<file path="src/rtl/zigbee_pkg.sv">
// Shared types and constants for the receive frame synchroniser.
package zigbee_pkg;

   typedef enum logic [1:0] {
      HUNT    = 2'd0,
      PHR     = 2'd1,
      PAYLOAD = 2'd2
   } frame_state_t;

   localparam logic [7:0]  SFD_DEFAULT      = 8'hA7;
   localparam int unsigned PHR_LEN_W        = 7;
   localparam int unsigned MAX_PAYLOAD_BITS = 1016;
   localparam int unsigned PAY_CNT_W        = $clog2(MAX_PAYLOAD_BITS + 1);

endpackage

</file>
<file path="src/rtl/rx_frame_sync_if.sv">
// Bit-stream bus between CDR, frame synchroniser and RX FIFO.
interface rx_frame_sync_if;
   import zigbee_pkg::*;

   logic                 en_i;
   logic                 data_i;
   logic                 valid_i;
   logic                 data_o;
   logic                 valid_o;
   logic [PHR_LEN_W-1:0] len_o;
   logic                 frame_start_o;
   logic                 frame_end_o;
   logic                 err_o;
   logic                 busy_o;

   modport master (
      output en_i, data_i, valid_i,
      input  data_o, valid_o, len_o, frame_start_o, frame_end_o, err_o, busy_o
   );

   modport slave (
      input  en_i, data_i, valid_i,
      output data_o, valid_o, len_o, frame_start_o, frame_end_o, err_o, busy_o
   );
endinterface

</file>
<file path="src/rtl/sfd_correlator.sv">
// Preamble + SFD correlator: a shift register fed LSB first with a match
// flag evaluated on the value after the current shift.
module sfd_correlator #(
   parameter int unsigned PREAMBLE_MIN = 16,
   parameter logic [7:0]  SFD          = 8'hA7
) (
   input  logic clk,
   input  logic resetn,
   input  logic shift_i,
   input  logic clear_i,
   input  logic data_i,
   output logic match_c
);
   localparam int unsigned W      = PREAMBLE_MIN + 8;
   localparam int unsigned FILL_W = $clog2(W + 1);

   // The oldest bit of the W-bit window is dropped on every shift and never
   // observed, so only the upper W-1 bits are kept as state.
   logic [W-2:0]    sr_q, sr_d;
   logic [W-1:0]    sr_shift;
   // Bits shifted since the last clear; a cleared register is not preamble.
   logic [FILL_W-1:0] fill_q, fill_d;

   assign sr_shift = {data_i, sr_q};

   // Match requires a full window of fresh bits: zeros below, SFD on top.
   assign match_c = shift_i
                 && (fill_q >= FILL_W'(W - 1))
                 && (sr_shift[W-1:PREAMBLE_MIN] == SFD)
                 && (sr_shift[PREAMBLE_MIN-1:0] == '0);

   // Next window contents and fill count.
   always_comb begin
      sr_d   = sr_q;
      fill_d = fill_q;
      if (clear_i) begin
         sr_d   = '0;
         fill_d = '0;
      end else if (shift_i) begin
         sr_d = sr_shift[W-1:1];
         if (fill_q != FILL_W'(W)) begin
            fill_d = fill_q + FILL_W'(1);
         end
      end
   end

   // Window and fill registers.
   always_ff @(posedge clk or negedge resetn) begin
      if (!resetn) begin
         sr_q   <= '0;
         fill_q <= '0;
      end else begin
         sr_q   <= sr_d;
         fill_q <= fill_d;
      end
   end
endmodule

</file>
<file path="src/rtl/rx_frame_sync.sv">
// Receive frame synchroniser: hunts preamble+SFD, captures the PHR length,
// forwards len*8 payload bits and aborts on bad length or stalled input.
module rx_frame_sync
   import zigbee_pkg::*;
#(
   parameter int unsigned PREAMBLE_MIN = 16,
   parameter logic [7:0]  SFD          = SFD_DEFAULT,
   parameter int unsigned MAX_LEN      = 127,
   parameter int unsigned TIMEOUT      = 64
) (
   input  logic             clk,
   input  logic             resetn,
   rx_frame_sync_if.slave   bus
);
   localparam int unsigned IDLE_W = $clog2(TIMEOUT + 1);

   frame_state_t          state_q, state_d;
   logic [PHR_LEN_W-1:0]  phr_q, phr_d;
   logic [2:0]            bit_cnt_q, bit_cnt_d;
   logic [PAY_CNT_W-1:0]  pay_cnt_q, pay_cnt_d;
   logic [IDLE_W-1:0]     idle_q, idle_d;
   logic                  data_q, data_d;
   logic                  valid_q, valid_d;
   logic [PHR_LEN_W-1:0]  len_q, len_d;
   logic                  start_q, start_d;
   logic                  end_q, end_d;
   logic                  err_q, err_d;
   logic                  busy_q, busy_d;
   logic                  sr_shift;
   logic                  sr_clear;
   logic                  match_c;

   // The window only moves while hunting; it is held clear inside a frame so
   // that every return to HUNT demands a complete new preamble.
   assign sr_shift = bus.en_i && bus.valid_i && (state_q == HUNT);
   assign sr_clear = !bus.en_i || (state_q != HUNT);

   sfd_correlator #(
      .PREAMBLE_MIN (PREAMBLE_MIN),
      .SFD          (SFD)
   ) u_corr (
      .clk     (clk),
      .resetn  (resetn),
      .shift_i (sr_shift),
      .clear_i (sr_clear),
      .data_i  (bus.data_i),
      .match_c (match_c)
   );

   // Next state, counters and output pulses.
   always_comb begin
      state_d   = state_q;
      phr_d     = phr_q;
      bit_cnt_d = bit_cnt_q;
      pay_cnt_d = pay_cnt_q;
      idle_d    = '0;
      data_d    = 1'b0;
      valid_d   = 1'b0;
      len_d     = len_q;
      start_d   = 1'b0;
      end_d     = 1'b0;
      err_d     = 1'b0;

      if (!bus.en_i) begin
         state_d = HUNT;
      end else begin
         case (state_q)
            HUNT: begin
               if (match_c) begin
                  state_d   = PHR;
                  bit_cnt_d = '0;
               end
            end
            PHR: begin
               if (bus.valid_i) begin
                  // phr_q already holds bits 0..6 when the 8th (reserved) bit lands.
                  phr_d     = {bus.data_i, phr_q[PHR_LEN_W-1:1]};
                  bit_cnt_d = bit_cnt_q + 3'd1;
                  if (bit_cnt_q == 3'd7) begin
                     if ((phr_q == '0) || (32'(phr_q) > MAX_LEN)) begin
                        err_d   = 1'b1;
                        state_d = HUNT;
                     end else begin
                        len_d     = phr_q;
                        start_d   = 1'b1;
                        pay_cnt_d = PAY_CNT_W'({phr_q, 3'b000});
                        state_d   = PAYLOAD;
                     end
                  end
               end else if (idle_q == IDLE_W'(TIMEOUT - 1)) begin
                  err_d   = 1'b1;
                  state_d = HUNT;
               end else begin
                  idle_d = idle_q + IDLE_W'(1);
               end
            end
            PAYLOAD: begin
               if (bus.valid_i) begin
                  data_d    = bus.data_i;
                  valid_d   = 1'b1;
                  pay_cnt_d = pay_cnt_q - PAY_CNT_W'(1);
                  if (pay_cnt_q == PAY_CNT_W'(1)) begin
                     end_d   = 1'b1;
                     state_d = HUNT;
                  end
               end else if (idle_q == IDLE_W'(TIMEOUT - 1)) begin
                  err_d   = 1'b1;
                  state_d = HUNT;
               end else begin
                  idle_d = idle_q + IDLE_W'(1);
               end
            end
            default: begin
               state_d = HUNT;
            end
         endcase
      end

      busy_d = (state_d != HUNT);
   end

   // State, counters and registered outputs.
   always_ff @(posedge clk or negedge resetn) begin
      if (!resetn) begin
         state_q   <= HUNT;
         phr_q     <= '0;
         bit_cnt_q <= '0;
         pay_cnt_q <= '0;
         idle_q    <= '0;
         data_q    <= 1'b0;
         valid_q   <= 1'b0;
         len_q     <= '0;
         start_q   <= 1'b0;
         end_q     <= 1'b0;
         err_q     <= 1'b0;
         busy_q    <= 1'b0;
      end else begin
         state_q   <= state_d;
         phr_q     <= phr_d;
         bit_cnt_q <= bit_cnt_d;
         pay_cnt_q <= pay_cnt_d;
         idle_q    <= idle_d;
         data_q    <= data_d;
         valid_q   <= valid_d;
         len_q     <= len_d;
         start_q   <= start_d;
         end_q     <= end_d;
         err_q     <= err_d;
         busy_q    <= busy_d;
      end
   end

   assign bus.data_o        = data_q;
   assign bus.valid_o       = valid_q;
   assign bus.len_o         = len_q;
   assign bus.frame_start_o = start_q;
   assign bus.frame_end_o   = end_q;
   assign bus.err_o         = err_q;
   assign bus.busy_o        = busy_q;
endmodule

</file>
<file path="src/flat_wrapper.sv">
// flat-port wrapper written by rule: the top's interface ports become plain ports
module rx_frame_sync_flat import zigbee_pkg::*;
#(
   parameter int unsigned PREAMBLE_MIN = 16,
   parameter logic [7:0]  SFD          = SFD_DEFAULT,
   parameter int unsigned MAX_LEN      = 127,
   parameter int unsigned TIMEOUT      = 64
)
  (clk, resetn, bus_en_i, bus_data_i, bus_valid_i, bus_data_o, bus_valid_o, bus_len_o, bus_frame_start_o, bus_frame_end_o, bus_err_o, bus_busy_o);
  rx_frame_sync_if bus_i ();
  input  logic clk;
  input  logic resetn;
  input wire logic [$bits(bus_i.en_i)-1:0] bus_en_i;
  input wire logic [$bits(bus_i.data_i)-1:0] bus_data_i;
  input wire logic [$bits(bus_i.valid_i)-1:0] bus_valid_i;
  output wire logic [$bits(bus_i.data_o)-1:0] bus_data_o;
  output wire logic [$bits(bus_i.valid_o)-1:0] bus_valid_o;
  output wire logic [$bits(bus_i.len_o)-1:0] bus_len_o;
  output wire logic [$bits(bus_i.frame_start_o)-1:0] bus_frame_start_o;
  output wire logic [$bits(bus_i.frame_end_o)-1:0] bus_frame_end_o;
  output wire logic [$bits(bus_i.err_o)-1:0] bus_err_o;
  output wire logic [$bits(bus_i.busy_o)-1:0] bus_busy_o;
  assign bus_i.en_i = bus_en_i;
  assign bus_i.data_i = bus_data_i;
  assign bus_i.valid_i = bus_valid_i;
  assign bus_data_o = bus_i.data_o;
  assign bus_valid_o = bus_i.valid_o;
  assign bus_len_o = bus_i.len_o;
  assign bus_frame_start_o = bus_i.frame_start_o;
  assign bus_frame_end_o = bus_i.frame_end_o;
  assign bus_err_o = bus_i.err_o;
  assign bus_busy_o = bus_i.busy_o;
  rx_frame_sync #(.PREAMBLE_MIN(PREAMBLE_MIN), .SFD(SFD), .MAX_LEN(MAX_LEN), .TIMEOUT(TIMEOUT)) u_core (.clk(clk), .resetn(resetn), .bus(bus_i));
endmodule
</file>
<file path="config.mk">
export PLATFORM = sky130hd
export DESIGN_NAME = rx_frame_sync_flat
export DESIGN_NICKNAME = d
export VERILOG_FILES = /design/src/rtl/zigbee_pkg.sv /design/src/rtl/rx_frame_sync_if.sv /design/src/rtl/sfd_correlator.sv /design/src/rtl/rx_frame_sync.sv /design/src/flat_wrapper.sv
export SDC_FILE = /design/constraint.sdc
export NUM_CORES = 1
export LEC_CHECK = 0
export BUFFER_PORTS_ARGS = -buffer_cell sky130_fd_sc_hd__clkbuf_2
export CORE_ASPECT_RATIO = 0.9
export CORE_UTILIZATION = 40
export CTS_CLUSTER_SIZE = 14
export DETAILED_ROUTE_END_ITERATION = 6
export SYNTH_ARGS = -nofsm -noshare
export SYNTH_HDL_FRONTEND = slang
export SYNTH_HIERARCHICAL = 1
export SYNTH_SLANG_ARGS = --single-unit
</file>
<file path="constraint.sdc">
create_clock -name clk -period 7.2 [get_ports clk]
set_input_delay 2.16 -clock clk [delete_from_list [all_inputs] [get_ports clk]]
set_output_delay 2.16 -clock clk [all_outputs]
set_load 0.01 [all_outputs]
</file>
==> Implementation_results.wiki <==
{| class="wikitable"
! Metric !! Value
|-
| Fin util || a little under half
|-
| Std-Cell Rows || 31
|-
| Required time at the endpoint of the critical path || 7.43 ns
|-
| Post-Synthesis Net Count || between 300 and 400
|-
| Min-delay worst type || flip-flop to flip-flop
|-
| Area grow syn2layout || 11.6%
|-
| Post-layout power || between 0.7 and 0.8 mW
|-
| Number of input and output port buffers inserted || 17
|-
| Syn. warnings || 6
|-
| Metal2 WL || between 2000 and 3000 um
|-
| Wire length the detailed router placed on met1 || around 3200 um
|-
| Hold_buf cts || 0
|-
| Transition time of the tightest slew-check pin || 0.926 ns
|-
| Count of cells along the worst register-to-register path || 9
|-
| Pwr per Cell Area || just over 200 nW/um^2
|-
| Hold Crit Start || u_core/idle_q[0]
|-
| Initial antenna violation count || 0
|-
| Overflow left after global routing || 0
|-
| Fraction of the cycle the final worst path needs || between 50% and 60%
|-
| Chip height || a little under 90 um
|-
| Setup_tns || 0 ns
|-
| Die outline area || roughly 8700 sq um
|-
| Clock tree skew after final layout || around 0.010 ns
|-
| Highest achievable clock rate || between 0.2 and 0.25 GHz
|-
| Post-place instance area || approximately 3500 sq um
|-
| Status || finished clean
|-
| CTS tree || done
|-
| Slack of the worst reg-to-reg path || 4.27 ns
|-
| Final Worst Setup Slack || between 3 and 4 ns
|-
| Critical Path Source Type || primary input
|-
| Number of maximum-capacitance constraint violations || 0
|-
| Endpoint kind of the worst setup timing path || flip-flop
|-
| Filler Cells Inserted || 786
|-
| Depth of the CTS H-tree || 3
|-
| Share of synthesized area occupied by flip-flops and latches || a little over half
|-
| Via-to-Cell Ratio || between 5 and 6
|-
| Buf/Inv on CP || 2
|-
| Total standard cell area after synthesis || about 3300 sq um
|-
| Maximum number of pins on one net before global-route repair || 71
|-
| Clock buffers created by TritonCTS || 9
|-
| Average cell area after synthesis || around 11 sq um
|-
| Initial DRT Pass Iterations || 6
|-
| Maximum clock path buffer count || 2
|-
| Reg2reg start || u_core/state_q[1]
|-
| Setup violations, final || 0
|-
| Crit path DAT || ~4.3 ns
|-
| Largest incremental delay on the critical path || 0.44 ns
|-
| Worst path top cell family by delay || simple AND/OR/NAND/NOR gates
|-
| Core area || between 8000 and 9000 sq um
|-
| Total number of clock tree sinks || 70
|-
| Clock latency on the worst-skew pair || around 0.35 ns
|-
| Highest metal layer with signal wires || met4
|-
| Number of DRC violations after detailed routing || 0
|-
| Post CTS Setup Buffer Count || 0
|-
| Sequence of cells on the critical path || clkbuf_2 > and3_1 > buf_4 > nand4_1 > nor4_1 > nor2b_1 > or3_1 > mux2_2
|-
| Total count of max-transition violations in the final report || 0
|-
| Slowest cell on the critical path || or3_1
|-
| Setup Slack @ Placement || roughly 2.8 ns
|-
| RSZ-0062 raised after global routing || no
|-
| Final standard cell area without fillers || roughly 3700 sq um
|-
| Clk pin slew, worst setup/hold paths || roughly 0.08 ns
|-
| Post-Syn Instances || between 300 and 400
|-
| Layout cells sized above 1 || approximately 18%
|-
| Post-detailed-route count of antenna-violating nets || 0
|-
| Distinct cells, synth || 49
|-
| Top-Level Pins || 18
|-
| Time the worst path needs with I/O delays and setup || about 4.1 ns
|-
| Post-DR wirelength/cell || 14.9 um
|-
| Most used cells in the layout excluding fill and tap cells || dfrtp_1, nor2_1, mux2i_1, a21oi_1, clkbuf_2
|-
| Destination of the worst register-to-register timing path || u_core/bit_cnt_q[0]
|-
| Routed WL || ~6400 um
|-
| End point of the most critical hold path || u_core/idle_q[0]
|-
| Crit-path max FO || 29
|-
| Antenna diodes || 0
|-
| Half-perimeter wire length after detailed placement || 4130 um
|-
| Met3 WL post-DR || roughly 240 um
|-
| Vias in the first global route || approximately 2,300
|-
| Final Hold Violating Endpoints || 0
|-
| Setup CP Type || primary input to flip-flop
|-
| Static leakage || 1.74 nW
|-
| Final weighted congestion of routability-driven global placement || 0.831
|-
| Synth Register Bits || 70
|-
| Starting density of the core || between 40% and 50%
|-
| Hold Path Cell Cnt || 1
|-
| Total of cells resized after clock tree synthesis || 0
|-
| Leading cell type in the layout, fill and taps excluded || dfrtp_1
|-
| Number of vias in the routed layout || around 2,300
|-
| Drt first-iter violations || 86
|-
| Root Buffer Master || clkbuf_8
|-
| Die X || ~98 um
|-
| Relative slew slack || 38.1%
|-
| First-pass GRT wire length || between 10,000 and 15,000 um
|-
| Net total in the final layout || roughly 350
|-
| Maximum resistive drop on vdd || ~0.09 mV
|-
| Gr usage total || between 15 and 20%
|}
==> power by group <==
part           switching, mW  total, mW  internal (mW)
combinational         0.0170     0.0228        0.00580
clock                  0.155      0.351          0.196
sequential           0.00117      0.395          0.394
total                  0.173      0.769          0.596
==> stage by stage <==
| step | instances | hold slack [ns] |
|---|---|---|
| final | 433 | 0.499 |
| after global routing | 433 | 0.515 |
| after CTS | 433 | 0.499 |
| after detailed placement | 417 | 0.483 |
| after global placement | 417 | 0.477 |
| after floorplan | 309 | 0.450 |
==> state kept, by name (all words and copies together) (netlist names) <==
| name | cells |
|---|---|
| u_core/bus.busy_o | 1 |
| u_core/bus.len_o | 7 |
| u_core/bus.valid_o | 1 |
| u_core/u_corr/sr_q | 23 |
| u_core/bus.data_o | 1 |
| u_core/idle_q | 7 |
| u_core/state_q | 2 |
| u_core/bus.err_o | 1 |
| u_core/bus.frame_start_o | 1 |
| u_core/u_corr/fill_q | 5 |
| u_core/bit_cnt_q | 3 |
| u_core/phr_q | 7 |
| u_core/bus.frame_end_o | 1 |
| u_core/pay_cnt_q | 10 |
==> Yosys cell counts (all sizes together) <==
cell type   n  area [sq um]
buf         7          47.5
nand2      14          52.6
o41ai       1          8.76
a21o        2          22.5
and3        4          25.0
nor2b       1          6.26
mux2       15           169
nor4bb      1          10.0
a22o        1          8.76
nor3        5          25.0
and4b       1          10.0
nand3      11          60.1
a31oi       1          6.26
nand4b      1          8.76
o22a        2          17.5
dfrtp      70          1750
a2bb2oi     2          17.5
nor4        4          25.0
a211oi      1          7.51
o21ai      15          86.3
nor2       48           183
a21oi      20           104
inv        12          45.0
xor2        5          43.8
and2        4          25.0
a311oi      1          8.76
or2         2          12.5
a22oi       1          7.51
or4         3          26.3
nor4b       3          32.5
nand4bb     1          11.3
clkinvlp    1          5.00
nand2b      1          6.26
clkbuf      3          11.3
nand4       4          25.0
mux2i      23           230
ha         11           138
xnor2       2          17.5
o22ai       2          12.5
o32ai       1          8.76
or3         2          12.5
==> worst reg2reg max path: cells and delay by family, from the launching register on <==
| family | cells | cell delay (ns) |
|---|---|---|
| flip-flops | 1 | 0.45 |
| adder cells (fa/ha/maj) | 1 | 0.26 |
| buffers and inverters | 2 | 0.48 |
| multiplexers | 1 | 0.29 |
| AND/OR/NAND/NOR | 5 | 1.33 |
==> cell families (layout without fill, tap and decap cells) <==
| group | after synthesis | after routing | synth area share [%] |
|---|---|---|---|
| and+or+nand+nor | 110 | 110 | 16.7 |
| DFF | 70 | 70 | 52.6 |
| AOI/OAI and AO/OA | 50 | 50 | 9.50 |
| muxes | 38 | 38 | 12.0 |
| buffers and inverters | 23 | 48 | 3.27 |
| adders and majority gates | 11 | 11 | 4.13 |
| xor gates and xnor gates | 7 | 7 | 1.84 |
==> layer usage <==
| layer | vias up | track usage [%] |
|---|---|---|
| met5 | - | 0 |
| li1 | 1125 | - |
| met1 | 1156 | 21.3 |
| met2 | 32 | 26.2 |
| met3 | 7 | 5.53 |
| met4 | 0 | 5.83 |
==> final cells by class <==
cell class                      instances  area [sq um]  area share [%]
Clock inverter                          7          96.3            2.59
Timing Repair Buffer                   19           100            2.69
Clock buffer                            9           124            3.33
Tap cell                               99           124            3.33
Inverter                               13          50.0            1.35
Multi-Input combinational cell        216          1470            39.6
Sequential cell                        70          1750            47.1
==> worst max-delay path by stage <==
stage / from / to / slack, ns / depth (start not counted)
6_report: bus_valid_i / u_core/bit_cnt_q[0] / 3.09 / 8
5_1_grt: bus_valid_i / u_core/bit_cnt_q[0] / 2.89 / 8
4_1_cts: bus_valid_i / u_core/bit_cnt_q[0] / 3.11 / 8
3_5_place_dp: bus_valid_i / u_core/bit_cnt_q[0] / 2.76 / 8
3_3_place_gp: bus_valid_i / u_core/bit_cnt_q[0] / 2.81 / 8
2_1_floorplan: bus_valid_i / u_core/bit_cnt_q[0] / 3.17 / 8
Note: power is estimated with default switching activity, not from simulation.
